`src/rtl/pwm_pkg.sv`:
```
// Shared definitions for the multi-channel PWM: register map, CTRL bits and
// the centre-mode counting direction.
package pwm_pkg;

    localparam logic [7:0] CTRL_OFS   = 8'h00;
    localparam logic [7:0] PERIOD_OFS = 8'h04;
    localparam logic [7:0] PRESC_OFS  = 8'h08;
    localparam logic [7:0] STATUS_OFS = 8'h0C;
    localparam logic [7:0] POL_OFS    = 8'h10;
    localparam logic [7:0] CHEN_OFS   = 8'h14;
    localparam logic [7:0] DUTY_BASE  = 8'h20;

    localparam int CTRL_EN     = 0;
    localparam int CTRL_CENTER = 1;
    localparam int CTRL_IE     = 2;

    typedef enum logic {
        DIR_UP   = 1'b0,
        DIR_DOWN = 1'b1
    } dir_e;

    function automatic logic [7:0] duty_addr(input int i);
        return DUTY_BASE + 8'(4 * i);
    endfunction

endpackage

```
`src/rtl/pwm_timebase.sv`:
```
// Shared PWM timebase: prescaler, edge/centre period counter with its
// direction FSM, and the tick / period-boundary strobes.
module pwm_timebase
    import pwm_pkg::*;
#(
    parameter int CW = 16,
    parameter int PW = 8
) (
    input  logic          clk_i,
    input  logic          rst_i,
    input  logic          en_i,
    input  logic          center_i,
    input  logic [PW-1:0] presc_i,
    input  logic [CW-1:0] period_i,
    output logic [CW-1:0] cnt_o,
    output logic          tick_o,
    output logic          boundary_o
);

    logic [PW-1:0] pre_q;
    logic [CW-1:0] cnt_q;
    dir_e          dir_q;

    logic [CW-1:0] last;
    logic          p_zero;
    logic          at_top;

    assign p_zero = (period_i == '0);
    assign last   = period_i - CW'(1);
    assign at_top = (cnt_q >= last);

    assign tick_o     = en_i && (pre_q == presc_i);
    assign boundary_o = tick_o && !p_zero &&
                        (center_i ? (dir_q == DIR_DOWN && cnt_q == '0) : at_top);
    assign cnt_o      = cnt_q;

    // Turnarounds hold the end value for one extra tick, so a centre period is 2P ticks.
    always_ff @(posedge clk_i) begin
        if (rst_i || !en_i) begin
            pre_q <= '0;
            cnt_q <= '0;
            dir_q <= DIR_UP;
        end else begin
            pre_q <= tick_o ? '0 : pre_q + PW'(1);
            if (tick_o) begin
                if (p_zero) begin
                    cnt_q <= '0;
                    dir_q <= DIR_UP;
                end else if (!center_i) begin
                    cnt_q <= at_top ? '0 : cnt_q + CW'(1);
                    dir_q <= DIR_UP;
                end else begin
                    case (dir_q)
                        DIR_UP: begin
                            if (at_top) dir_q <= DIR_DOWN;
                            else        cnt_q <= cnt_q + CW'(1);
                        end
                        DIR_DOWN: begin
                            if (cnt_q == '0) dir_q <= DIR_UP;
                            else             cnt_q <= cnt_q - CW'(1);
                        end
                    endcase
                end
            end
        end
    end

endmodule

```
`src/rtl/pwm_multi.sv`:
```
// Multi-channel PWM peripheral: bus registers, shadow/active period and duty
// copies, per-channel compare and the period-wrap interrupt.
module pwm_multi
    import pwm_pkg::*;
#(
    parameter int N_CH = 4,
    parameter int CW   = 16,
    parameter int PW   = 8
) (
    input  logic            clk_i,
    input  logic            rst_i,
    input  logic            bus_we_i,
    input  logic [31:0]     bus_addr_i,
    input  logic [31:0]     bus_wdata_i,
    output logic [31:0]     bus_rdata_o,
    output logic [N_CH-1:0] pwm_out_o,
    output logic            irq_o
);

    logic [2:0]                 ctrl_q;
    logic [CW-1:0]              per_sh_q, per_act_q;
    logic [PW-1:0]              presc_q;
    logic                       wrap_q;
    logic [N_CH-1:0]            pol_q, chen_q;
    logic [N_CH-1:0][CW-1:0]    duty_sh_q, duty_act_q;
    logic                       center_act_q;
    logic [N_CH-1:0]            pwm_out_q;
    logic                       irq_q;

    logic [7:0]      addr8;
    logic            en_rise, w1c, load;
    logic [CW-1:0]   cnt;
    logic            tick, boundary;
    logic [N_CH-1:0] pwm_d;

    assign addr8   = bus_addr_i[7:0];
    assign en_rise = bus_we_i && addr8 == CTRL_OFS && bus_wdata_i[CTRL_EN] && !ctrl_q[CTRL_EN];
    assign w1c     = bus_we_i && addr8 == STATUS_OFS && bus_wdata_i[0];
    assign load    = en_rise || boundary;

    pwm_timebase #(.CW(CW), .PW(PW)) u_tb (
        .clk_i      (clk_i),
        .rst_i      (rst_i),
        .en_i       (ctrl_q[CTRL_EN]),
        .center_i   (center_act_q),
        .presc_i    (presc_q),
        .period_i   (per_act_q),
        .cnt_o      (cnt),
        .tick_o     (tick),
        .boundary_o (boundary)
    );

    for (genvar g = 0; g < N_CH; g++) begin : g_ch
        assign pwm_d[g] = (ctrl_q[CTRL_EN] && chen_q[g] && per_act_q != '0 &&
                           cnt < duty_act_q[g]) ^ pol_q[g];
    end

    always_ff @(posedge clk_i) begin
        if (rst_i) begin
            ctrl_q       <= '0;
            per_sh_q     <= '0;
            per_act_q    <= '0;
            presc_q      <= '0;
            wrap_q       <= 1'b0;
            pol_q        <= '0;
            chen_q       <= '0;
            duty_sh_q    <= '0;
            duty_act_q   <= '0;
            center_act_q <= 1'b0;
            pwm_out_q    <= '0;
            irq_q        <= 1'b0;
        end else begin
            // On enable the CENTER bit being written wins over the stale shadow.
            if (load) begin
                per_act_q    <= per_sh_q;
                duty_act_q   <= duty_sh_q;
                center_act_q <= en_rise ? bus_wdata_i[CTRL_CENTER] : ctrl_q[CTRL_CENTER];
            end
            if (boundary)  wrap_q <= 1'b1;
            else if (w1c)  wrap_q <= 1'b0;
            if (bus_we_i) begin
                case (addr8)
                    CTRL_OFS:   ctrl_q   <= bus_wdata_i[2:0];
                    PERIOD_OFS: per_sh_q <= bus_wdata_i[CW-1:0];
                    PRESC_OFS:  presc_q  <= bus_wdata_i[PW-1:0];
                    POL_OFS:    pol_q    <= bus_wdata_i[N_CH-1:0];
                    CHEN_OFS:   chen_q   <= bus_wdata_i[N_CH-1:0];
                    default: begin
                        for (int i = 0; i < N_CH; i++)
                            if (addr8 == duty_addr(i)) duty_sh_q[i] <= bus_wdata_i[CW-1:0];
                    end
                endcase
            end
            pwm_out_q <= pwm_d;
            irq_q     <= wrap_q & ctrl_q[CTRL_IE];
        end
    end

    always_comb begin
        bus_rdata_o = '0;
        case (addr8)
            CTRL_OFS:   bus_rdata_o[2:0]      = ctrl_q;
            PERIOD_OFS: bus_rdata_o[CW-1:0]   = per_sh_q;
            PRESC_OFS:  bus_rdata_o[PW-1:0]   = presc_q;
            STATUS_OFS: bus_rdata_o[0]        = wrap_q;
            POL_OFS:    bus_rdata_o[N_CH-1:0] = pol_q;
            CHEN_OFS:   bus_rdata_o[N_CH-1:0] = chen_q;
            default: begin
                for (int i = 0; i < N_CH; i++)
                    if (addr8 == duty_addr(i)) bus_rdata_o[CW-1:0] = duty_sh_q[i];
            end
        endcase
    end

    assign pwm_out_o = pwm_out_q;
    assign irq_o     = irq_q;

    logic unused_ok;
    assign unused_ok = &{1'b0, bus_addr_i[31:8], bus_wdata_i, tick};

endmodule

```
`config.mk`:
```
export PLATFORM = sky130hd
export DESIGN_NAME = pwm_multi
export DESIGN_NICKNAME = d
export VERILOG_FILES = /design/src/rtl/pwm_pkg.sv /design/src/rtl/pwm_timebase.sv /design/src/rtl/pwm_multi.sv
export SDC_FILE = /design/constraint.sdc
export NUM_CORES = 1
export LEC_CHECK = 0
export CAP_MARGIN = 0
export CORE_AREA = 2 2 145 147
export DETAILED_ROUTE_END_ITERATION = 7
export DIE_AREA = 0 0 147 149
export PLACE_DENSITY = 0.86
export SYNTH_ARGS = -nofsm -noshare
export SYNTH_HDL_FRONTEND = slang
export SYNTH_SLANG_ARGS = --single-unit
export TNS_END_PERCENT = 30
```
`constraint.sdc`:
```
create_clock -name clk_i -period 4.2 [get_ports clk_i]
set_input_delay 1.26 -clock clk_i [delete_from_list [all_inputs] [get_ports clk_i]]
set_output_delay 1.26 -clock clk_i [all_outputs]
set_load 0.01 [all_outputs]
```
# After elaboration in Yosys (flattened, before gate mapping)
# Index checks and enable logic that the tools add are counted.
# totals
in_bits	67
reg_bits	211
wordCells	118
# op_classes
n_mux	24
n_addsub	4
order_cmp	5
bitwise	7
n_reduce_logical	45
eq_ne	12
# op_table
operator	count
two-way mux 16 bit	9
< comparator 16 bit	4
== test 8 x 6 -> 1 bit, second input constant	4
logical NOT 16 bit	2
case mux 16 bit (2 select lines)	1
subtractor 16 x 1 -> 16 bit, second input constant	2
logical AND 1 bit	21
adder 16 x 1 -> 16 bit, second input constant	1
== test 8 x 4 -> 1 bit, second input constant	2
== test 8 x 5 -> 1 bit, second input constant	2
greater-or-equal comparator 16 bit	1
case mux 8 bit (2 select lines)	1
nonzero test 16 bit	1
AND reduction 3 bit	5
case mux 2 bit (6 select lines)	1
case mux 4 bit (3 select lines)	1
AND reduction 2 bit	5
OR reduction 5 bit	2
adder 8 x 1 -> 8 bit, second input constant	1
== test 8 x 3 -> 1 bit, second input constant	1
== test 8 bit	1
logical NOT 8 bit	1
two-way mux 1 bit	8
case mux 1 bit (6 select lines)	1
other kinds (12)	19

# Longest topological paths before layout
# depth
word_depth	6
mapped_depth	16
mapped_depth_nobuf	14

# By module
# Synthesis repeated with hierarchy kept, for this count alone.
# hier_totals
cells_unflattened	1458
area_unflattened_um2	11367.2
# by_module_without_submodules
mod	area_each_um2	instances	cells_per_inst
pwm_multi	9122.5	1	1168
pwm_timebase	2244.7	1	290

# Least setup slack after synthesis
# Ideal clock, no wire load.
# synth_path
path_type	input to output
start	in bus_addr_i[2]
end	out bus_rdata_o[11]
path_stages	7
path_buffers	3
required_ns	2.940
slack_ns	0.166
t_arrival_ns	2.774
cell_sequence	clkbuf_1 > nor4_1 > and3_1 > clkbuf_1 > clkbuf_1 > a222oi_1 > o21ai_0
# synth_between
elab_chain_len	6
word_cells_on_any_way	16
classes_between	9 x eq/ne; 5 x mux; 2 x reduce/logical
# synth_rtl
element	line	rtl
from (decl)	pwm_multi.sv:13	input logic [31:0] bus_addr_i,
== test 8 x 6 -> 1 bit	pwm_multi.sv:110	if (addr8 == duty_addr(i)) bus_rdata_o[CW-1:0] = duty_sh_q[i];
two-way mux 16 bit (4 in a row)	pwm_multi.sv:110	
case mux 8 bit (2 select lines) *	pwm_multi.sv:101	case (addr8)
to (decl)	pwm_multi.sv:15	output logic [31:0] bus_rdata_o,
# Mark *: on every way between the ends. The rest lies on a longest branch, timed or not.

# Final worst setup path
# layout_path
start	in bus_addr_i[7]
end	out bus_rdata_o[13]
# Same word-level chain as after synthesis.

==> out/qor.txt <==
status - finished, violations left
violated checks - negative setup slack
Final Cell Area - 13310 um^2
crit path max fanout - 8
worst vdd ir - 0.2912 mV
clock sinks - 211
grt ovf - 0
# port buffers - 47
Final min period - 4.261 ns
drt pass-1 iters - 7
vias - 11723
worst path arrival time - 3.00 ns
DR vias/cell - 6.259
slowest CP cell - a222oi_1
hold buffer count at cts - 0
Buffers & Inverters on Critical Path - 4
routability cong. - 1.000
synth unique cells - 62
Routed Antenna Nets - 0
number of top-level pins - 104
Area growth syn-to-layout - 16.38%
# nets final - 1733
crit path capture type - output port
worst-path cell chain - clkdlybuf4s15_2 -> nor3_4 -> buf_4 -> nand2_1 -> nor2_2 -> buf_4 -> a222oi_1 -> o21ai_1 -> dlygate4sd2_1
Cell Pwr Density - 313.8 nW/um^2
Yosys top cell area share - 0.3694
final count of pins violating max slew - 0
Primary FF master, synth - dfxtp_1
Placed Cells - 1833
Hold/Removal Path Class - reg -> reg
Fmax - 234.7 MHz
Cell Area, Placed - 12400 um^2
post-synthesis sequential area ratio - 0.3694
first-pass GRT wire length - 57440 um
Antenna diodes - 0
Die Y - 149 um
Final Util - 0.6473
starting density of the core - 0.5562
delay-heaviest family, CP - buffers and inverters
Syn Std Cell Area - 11430 um^2
TritonCTS Buffers - 23
DR iter-0 viols - 1602
Worst Tran Pin Value - 0.8478 ns
post-route insts no fill - 1873
Post-synth EDFFs - 0
Final Hold Fails - 0
die area - 21900 um^2
CP dominant cell by count - buf_4
#FFs+latches synth - 211
delay of the slowest critical-path stage - 0.39 ns
max_cap viols - 0
DR WL/cell - 19.98 um
RSZ-0062 raised after global routing - true
crit path kind - in -> out
Synth Warn # - 0
Clock Skew - 0.02501 ns
mean area per synthesized cell - 7.453 um^2
Total GRT Usage - 0.3307
H-tree Lvls - 1
fin worst setup slack - -0.06096 ns
initial antenna violation count - 0
dpl hpwl - 26150 um
vias in the first global route - 10826
Reg clk slew, reported paths - 0.06 ns
largest net degree at the start of global routing - 71
Post-Synthesis Cells - 1534
Tcrit/Tclk final - 1.015
P_leak - 4.948 nW
Longest Clk Path Bufs - 3
clock root buffer - clkbuf_16
Core Area - 20560 um^2
row cnt - 53
top cells by area, synth - dfxtp_1, nand2_1, a21oi_1
asr flop ratio synth - 0
Setup violations, final - 4
leading area contributor after synthesis - dfxtp_1
Skew-Pair Late Insertion Delay - 0.54 ns
drt total wl - 37420 um
DRC - 0
worst path required time - 2.94 ns
share of cells above drive strength 1 - 0.1083
Worst Setup Start Kind - input port
Relative slew margins - 0.4334
CTS tree - done
Die X - 147 um
routing by layer:
layer | up-vias | wire length [um] | global-route usage
met5 | - | 0 | 0
met4 | 0 | 2446 | 0.2135
met3 | 179 | 4407 | 0.04434
met2 | 847 | 16400 | 0.5162
met1 | 5354 | 14170 | 0.4335
li1 | 5343 | - | -
where the power goes:
group          total, W  leakage, nW  internal [W]  switching, W
combinational  0.000155         2.88     0.0000475      0.000107
sequential      0.00201         1.70       0.00200    0.00000410
clock           0.00201        0.367       0.00117      0.000842
total           0.00418         4.95       0.00322      0.000953
through the flow:
stage	total power, W	hold slack, ns	TNS (ns)	worst slack [ns]
CTS	0.004162	0.4518	0	0.006645
finish	0.004176	0.4512	-0.1347	-0.06096
global route	0.004257	0.4647	-0.3645	-0.07591
detailed placement	0.002189	0.4447	-12.11	-0.7655
floorplan	0.002129	0.4228	0	0.1662
global placement	0.002188	0.4383	-10.50	-0.7183
synthesized netlist by cell type (all sizes together), types with 3 or more instances:
library cell and instances:
nand3 45, o22ai 7, nand2b 8, a22o 5
inv 77, mux2i 6, o2111ai 5, a211oi 9
nor2b 13, or2 11, a31oi 6, o31ai 5
nor4 19, and2 11, a222oi 11, buf 34
nand4 16, nand2 415, dfxtp 211, a221oi 5
ha 81, o2bb2ai 5, mux2 4, nor3 19
or4 5, a22oi 7, o32ai 5, a21oi 224
xnor2 16, o21ai 45, a221o 3, xor2 18
nor2 50, clkbuf 72, or3 8, o221ai 3
and3 11, a21o 19
logic make-up after synthesis:
family / synth area share
buf+inv: 0.06796
xor+xnor: 0.02604
simple gates: 0.2446
other cells: 0.0003280
fa+ha+maj: 0.08864
mux: 0.009192
flops: 0.3694
compound gates: 0.1938
worst paths after layout:
kind                                     start               to  slack (ns)  cells past startpoint
worst max-delay path             bus_addr_i[7]  bus_rdata_o[13]       -0.06                      9
worst min-delay path            duty_act_q[63]   duty_act_q[63]        0.45                      2
worst max register to register    per_act_q[0]    u_tb.cnt_o[1]        0.24                     15
worst min register to register  duty_act_q[63]   duty_act_q[63]        0.45                      2
sequential cells by signal, summed over array words and instances, names as in the netlist:
register      count
ctrl_q            3
u_tb.pre_q        8
u_tb.dir_q        1
irq_o             1
wrap_q            1
duty_sh_q        64
center_act_q      1
per_sh_q         16
pwm_out_o         4
u_tb.cnt_o       16
per_act_q        16
chen_q            4
duty_act_q       64
presc_q           8
pol_q             4
worst min-delay path, delay by kind of cell, from the launching register on:
family	cells	cell delay, ns
flip-flops	1	0.31
AND/OR/NAND/NOR	1	0.05
AO/OA/AOI/OAI	1	0.05
timing repair:
| item | CTS | global route |
|---|---|---|
| pin swaps | 10 | 5 |
| setup buffers | 2 | 0 |
| cloned | 0 | 0 |
| resized for setup | 79 | 37 |
| setup endpoints to repair | 57 | 111 |
layout make-up:
cell class	count	area [um^2]
fillers	1697	7251
multi-input cells	1155	6684
flip-flops and latches	211	4224
repair buffers	117	1027
clock buffers	33	673.1
well taps	275	344.1
inverters	77	289.0
clock inverters	5	65.06
cells in the final DEF (no fill, tap or decap), drive strengths merged, types with 6 or more instances in the layout:
cell type and count:
a21oi 224, or3 8, dlygate4sd2 6, a31oi 6
o21ai 45, nand2b 8, clkbuf 38, and3 11
a211oi 9, a21o 19, or2 11, ha 81
a22oi 7, nand2 415, buf 75, nor2b 13
and2 11, clkdlybuf4s50 22, o22ai 7, nand4 16
conb 16, nand3 45, a222oi 11, nor4 19
xor2 18, dfxtp 211, nor2 50, nor3 19
mux2i 6, xnor2 16, clkdlybuf4s15 9, inv 78
Power figures use the tool's default switching activity.
